===== config.mk =====
export PLATFORM = sky130hd
export DESIGN_NAME = jtkicker_sndfifo_flat
export DESIGN_NICKNAME = d
export VERILOG_FILES = /design/src/rtl/jtkicker_sndfifo_if.sv /design/src/rtl/jtkicker_sndfifo.sv /design/src/flat_wrapper.sv
export SDC_FILE = /design/constraint.sdc
export NUM_CORES = 1
export LEC_CHECK = 0
export BUFFER_PORTS_ARGS = -buffer_cell sky130_fd_sc_hd__clkbuf_2
export CAP_MARGIN = 20
export CORE_ASPECT_RATIO = 0.75
export CORE_MARGIN = 10
export CORE_UTILIZATION = 45
export DETAILED_ROUTE_END_ITERATION = 16
export PLACE_DENSITY = 0.68
export SETUP_SLACK_MARGIN = 0.05
export SYNTH_ARGS = -nofsm -noshare
export SYNTH_HDL_FRONTEND = slang
export SYNTH_SLANG_ARGS = --single-unit

===== constraint.sdc =====
create_clock -name clk -period 3.3 [get_ports clk]
set_input_delay 0.495 -clock clk [delete_from_list [all_inputs] [get_ports clk]]
set_output_delay 0.495 -clock clk [all_outputs]
set_load 0.05 [all_outputs]

===== src/rtl/jtkicker_sndfifo_if.sv =====
// jtkicker_sndfifo_if: main/sound command channel signals between CPU decode and the FIFO
interface jtkicker_sndfifo_if #(
  parameter int DW = 8,
  parameter int AW = 2
);
  logic          wr;
  logic          rd;
  logic          irq_ack;
  logic          ovf_clr;
  logic [DW-1:0] din;
  logic [DW-1:0] dout;
  logic          irqn;
  logic          empty;
  logic          full;
  logic          ovf;
  logic [AW:0]   level;
  logic [7:0]    st_dout;
  modport master (
    output wr, rd, irq_ack, ovf_clr, din,
    input  dout, irqn, empty, full, ovf, level, st_dout
  );
  modport slave (
    input  wr, rd, irq_ack, ovf_clr, din,
    output dout, irqn, empty, full, ovf, level, st_dout
  );
endinterface


===== src/rtl/jtkicker_sndfifo.sv =====
// jtkicker_sndfifo: main-to-sound command FIFO with selectable sound-CPU interrupt modes
module jtkicker_sndfifo #(
  parameter int DW        = 8,
  parameter int AW        = 2,
  parameter int IRQ_MODE  = 0,
  parameter int IRQ_LEN   = 16,
  parameter int OVERWRITE = 0
) (
  input logic               clk,
  input logic               rst,
  jtkicker_sndfifo_if.slave bus
);
  localparam int LW = AW + 1;
  logic [DW-1:0] mem [2**AW];
  logic [AW-1:0] wr_ptr, rd_ptr;
  logic [AW:0]   level;
  logic [7:0]    cnt;
  logic          ovf, pending, empty, full, push, pop, ovr;
  always_comb begin
    empty = level == '0;
    full  = level[AW];
    push  = bus.wr & (!full | bus.rd);
    pop   = bus.rd & !empty;
    ovr   = bus.wr & full & !bus.rd;
  end
  // a push into a full FIFO with a pop in the same cycle is a normal push
  always_ff @(posedge clk)
    if (push) mem[wr_ptr] <= bus.din;
    else if (ovr && OVERWRITE != 0) mem[wr_ptr - AW'(1)] <= bus.din;
  always_ff @(posedge clk)
    if (rst) begin
      wr_ptr  <= '0;
      rd_ptr  <= '0;
      level   <= '0;
      cnt     <= '0;
      ovf     <= 1'b0;
      pending <= 1'b0;
    end else begin
      wr_ptr  <= wr_ptr + AW'(push);
      rd_ptr  <= rd_ptr + AW'(pop);
      level   <= level + LW'(push) - LW'(pop);
      ovf     <= ovr | (ovf & !bus.ovf_clr);
      cnt     <= (push | (ovr && OVERWRITE != 0)) ? 8'(IRQ_LEN) : cnt - 8'(cnt != '0);
      pending <= bus.wr | (pending & !bus.irq_ack);
    end
  assign bus.dout    = empty ? '0 : mem[rd_ptr];
  assign bus.irqn    = IRQ_MODE == 0 ? empty : IRQ_MODE == 1 ? cnt == '0 : !pending;
  assign bus.empty   = empty;
  assign bus.full    = full;
  assign bus.level   = level;
  assign bus.ovf     = ovf;
  assign bus.st_dout = {ovf, full, empty, bus.irqn, 4'(level)};
endmodule


===== src/flat_wrapper.sv =====
// flat-port wrapper written by rule: the top's interface ports become plain ports
module jtkicker_sndfifo_flat 
#(
  parameter int DW        = 8,
  parameter int AW        = 2,
  parameter int IRQ_MODE  = 0,
  parameter int IRQ_LEN   = 16,
  parameter int OVERWRITE = 0
)
  (clk, rst, bus_wr, bus_rd, bus_irq_ack, bus_ovf_clr, bus_din, bus_dout, bus_irqn, bus_empty, bus_full, bus_ovf, bus_level, bus_st_dout);
  jtkicker_sndfifo_if #(.DW(DW), .AW(AW)) bus_i ();
  input logic clk;
  input logic rst;
  input wire logic [$bits(bus_i.wr)-1:0] bus_wr;
  input wire logic [$bits(bus_i.rd)-1:0] bus_rd;
  input wire logic [$bits(bus_i.irq_ack)-1:0] bus_irq_ack;
  input wire logic [$bits(bus_i.ovf_clr)-1:0] bus_ovf_clr;
  input wire logic [$bits(bus_i.din)-1:0] bus_din;
  output wire logic [$bits(bus_i.dout)-1:0] bus_dout;
  output wire logic [$bits(bus_i.irqn)-1:0] bus_irqn;
  output wire logic [$bits(bus_i.empty)-1:0] bus_empty;
  output wire logic [$bits(bus_i.full)-1:0] bus_full;
  output wire logic [$bits(bus_i.ovf)-1:0] bus_ovf;
  output wire logic [$bits(bus_i.level)-1:0] bus_level;
  output wire logic [$bits(bus_i.st_dout)-1:0] bus_st_dout;
  assign bus_i.wr = bus_wr;
  assign bus_i.rd = bus_rd;
  assign bus_i.irq_ack = bus_irq_ack;
  assign bus_i.ovf_clr = bus_ovf_clr;
  assign bus_i.din = bus_din;
  assign bus_dout = bus_i.dout;
  assign bus_irqn = bus_i.irqn;
  assign bus_empty = bus_i.empty;
  assign bus_full = bus_i.full;
  assign bus_ovf = bus_i.ovf;
  assign bus_level = bus_i.level;
  assign bus_st_dout = bus_i.st_dout;
  jtkicker_sndfifo #(.DW(DW), .AW(AW), .IRQ_MODE(IRQ_MODE), .IRQ_LEN(IRQ_LEN), .OVERWRITE(OVERWRITE)) u_core (.clk(clk), .rst(rst), .bus(bus_i));
endmodule

==> reports/qor.yml <==
synth_area_per_cell_um2: 16.9
synth_top_family_by_area: "multiplexers"
ys_seq_area_share_pct: 66.3
die_x_um: 90.8
cts_buffers: 5
ys_ff_latch: 40
dp.cells: 176
fin_skew_ps: 3.21
cts.sinks: 40
synth-edff-count: 32
tns_ps: 0
endpoint: "u_core.bus.level[2]"
cts_resized: 0
dr.pass1.iters: 2
fin_crit_ps: 2520
syn-num-nets: 119
cts_tree: "yes"
antenna_left: 0
critPathTopFamily: "simple AND/OR/NAND/NOR gates"
grt.overflow.total: 0
ioPinCount: 37
cp_data_arrival_time_ps: 2740
synth_most_common_cell: "edfxtp_1"
finalCritPeriodShare_pct: 76.3
timing.max_cap.violations: 0
reg2reg_slack_ps: 780
clock_latency_ps: 280
drtIter0Drc: 23
vias_per_cell: 4.84
end_kind: "flop"
status: "finished, final reports clean"
synth_area_um2: 1690
htreeDepth: 2
initial_core_util_pct: 46.5
synth-adder-area-share_pct: 4.14
critical_path_cell_count: 9
ys.flop_type: "edfxtp_1"
crit_fanout: 10
r2r_start: "u_core.bus.level[2]"
clock_path_buffers: 2
p_leak_nw: 0.749
cpPeakStageDelay_ps: 520
crit_start: "u_core.bus.level[2]"
synth_top_area_share_pct: 56.8
layout-drive-gt1-share_pct: 38.6
grt_antenna_before_repair: 0
layout.cells.non_filler: 184
powerDensity_nw_per_um2: 967
die_h_um: 73.1
synth_compound_area_share_pct: 0.296
place_congestion: 0.769
place_area_um2: 1850
clk_pin_slew_ps: 70
seqPwrFrac_pct: 35.5
coreArea_um2: 3640
drc_errors: 0
nets: 150
grt_use_total_pct: 9.86
combPwrFrac_pct: 47.4
hold_buffers: 0
grt_setup_unrepaired: "no"
reg2reg_depth: 9
ir_drop_v: 0.000539
wl_per_cell_um: 16.6
crit_path_cell_trace: "or3_1, and2_1, ha_1, inv_1, ha_1, inv_1, fa_1, xnor3_1, nor2_1"
synth_commonest_cells: "edfxtp_1 (32), buf_4 (10), and2_1 (9)"
finalSetupViolations: 0
start_kind: "flop"
via_count: 891
p_clk_share_pct: 17.0
hpwlAfterDp_mm: 2.24
grt_pass1_wl_mm: 4.86
max_freq_mhz: 397
r2r_end: "u_core.bus.level[2]"
area_growth_pct: 14.9
synth_area_leaders: "edfxtp_1 (57%), mux4_2 (11%), dfxtp_1 (9.5%)"
synth_mux_area_share_pct: 10.7
hold_viol: 0
fin_area_um2: 1940
synth-xor-area-share_pct: 2.37
critPathRequiredTime_ps: 3520
slowest_stage: "or3_1"
internal-power_mw: 1.03
swShare_pct: 45.0
post_cts_buffers: 0
p_switching_uw: 846
crit_type: "reg -> reg"
slew_viol_final: 0
totalWireLength_mm: 3.06
synth_cell_types: 23
path_buf_inv: 2
grt_pass1_vias: 960
synth_cells: 100
port-buffer-count: 34
synth-simple-area-share_pct: 9.54
grt_max_degree: 12
yosysWarnings: 0
rows: 19
synth_top_area_cell: "edfxtp_1"
relSlewSlack_pct: 59.8
async_reset_ff_share_pct: 0
clock-root-buffer: "clkbuf_8"
tightest_slew_ps: 603
min-delay-path-class: "in -> reg"
num_antenna_cells: 0
die_area_um2: 6640
-- cell usage in the layout (no fill, tap or decap), types with 2 or more instances in the layout --
cell type	Yosys	routed
ha_1	4	4
mux4_2	8	8
buf_4	10	3
nor4bb_1	2	2
clkbuf_1	1	2
and2_1	9	9
clkbuf_2	0	34
dfxtp_1	8	8
clkbuf_8	0	6
nor2_1	4	4
inv_1	4	4
edfxtp_1	32	32
xnor2_1	2	2
nor2b_1	5	5
-- routing by layer --
layer	up-vias	global-route usage [%]	wire (µm)
met3	7	3.91	166
met2	26	16.3	1510
li1	417	-	-
met1	441	10.7	1320
met5	-	0	0
met4	0	5.72	57
-- layout make-up --
cell class / count / area, µm²
repair buffers: 37 / 193
clock buffers: 8 / 90.1
well taps: 52 / 65.1
inverters: 4 / 15.0
fillers: 310 / 1690
flip-flops and latches: 40 / 1120
multi-input cells: 43 / 460
-- per-stage QoR --
stage | hold slack (ps) | setup WS (ps) | utilization [%] | total power, mW
finish | 431 | 784 | 53.5 | 1.88
global route | 422 | 653 | 53.5 | 1.98
CTS | 425 | 750 | 53.5 | 1.91
detailed placement | 496 | 769 | 51.0 | 1.59
global placement | 476 | 840 | 51.0 | 1.57
floorplan | 524 | 741 | - | 1.46
-- registers in the layout (all words and copies together), names as in the netlist --
| name | flops |
|---|---|
| u_core.bus.level | 3 |
| u_core.bus.ovf | 1 |
| u_core.mem | 32 |
| u_core.rd_ptr | 2 |
| u_core.wr_ptr | 2 |
-- cells by family (layout without fill, tap and decap cells) --
family,after synthesis,in the layout
flops,40,40
other cells,1,1
xor+xnor,3,3
mux,8,8
buf+inv,17,49
simple gates,25,25
compound gates,1,1
fa+ha+maj,5,5
-- power by group through the flow --
| stage | Clock, mW | Combinational (mW) | Sequential, mW |
|---|---|---|---|
| 6_report | 0.320 | 0.891 | 0.668 |
| 3_3_place_gp | 0 | 0.892 | 0.674 |
| 5_1_grt | 0.355 | 0.945 | 0.680 |
| 4_1_cts | 0.331 | 0.908 | 0.671 |
| 2_1_floorplan | 0 | 0.761 | 0.695 |
| 3_5_place_dp | 0 | 0.906 | 0.683 |
-- how the worst min path moves through the flow --
| stage | start | endpoint | cells past startpoint |
|---|---|---|---|
| finish | bus_din[2] | u_core.mem[0][2] | 1 |
| global placement | u_core.bus.ovf | u_core.bus.ovf | 2 |
| detailed placement | u_core.bus.ovf | u_core.bus.ovf | 2 |
| floorplan | u_core.wr_ptr[1] | u_core.wr_ptr[1] | 2 |
| global route | bus_din[2] | u_core.mem[0][2] | 1 |
| CTS | bus_din[7] | u_core.mem[3][7] | 1 |
No activity file was read; power rests on OpenSTA's default activity.
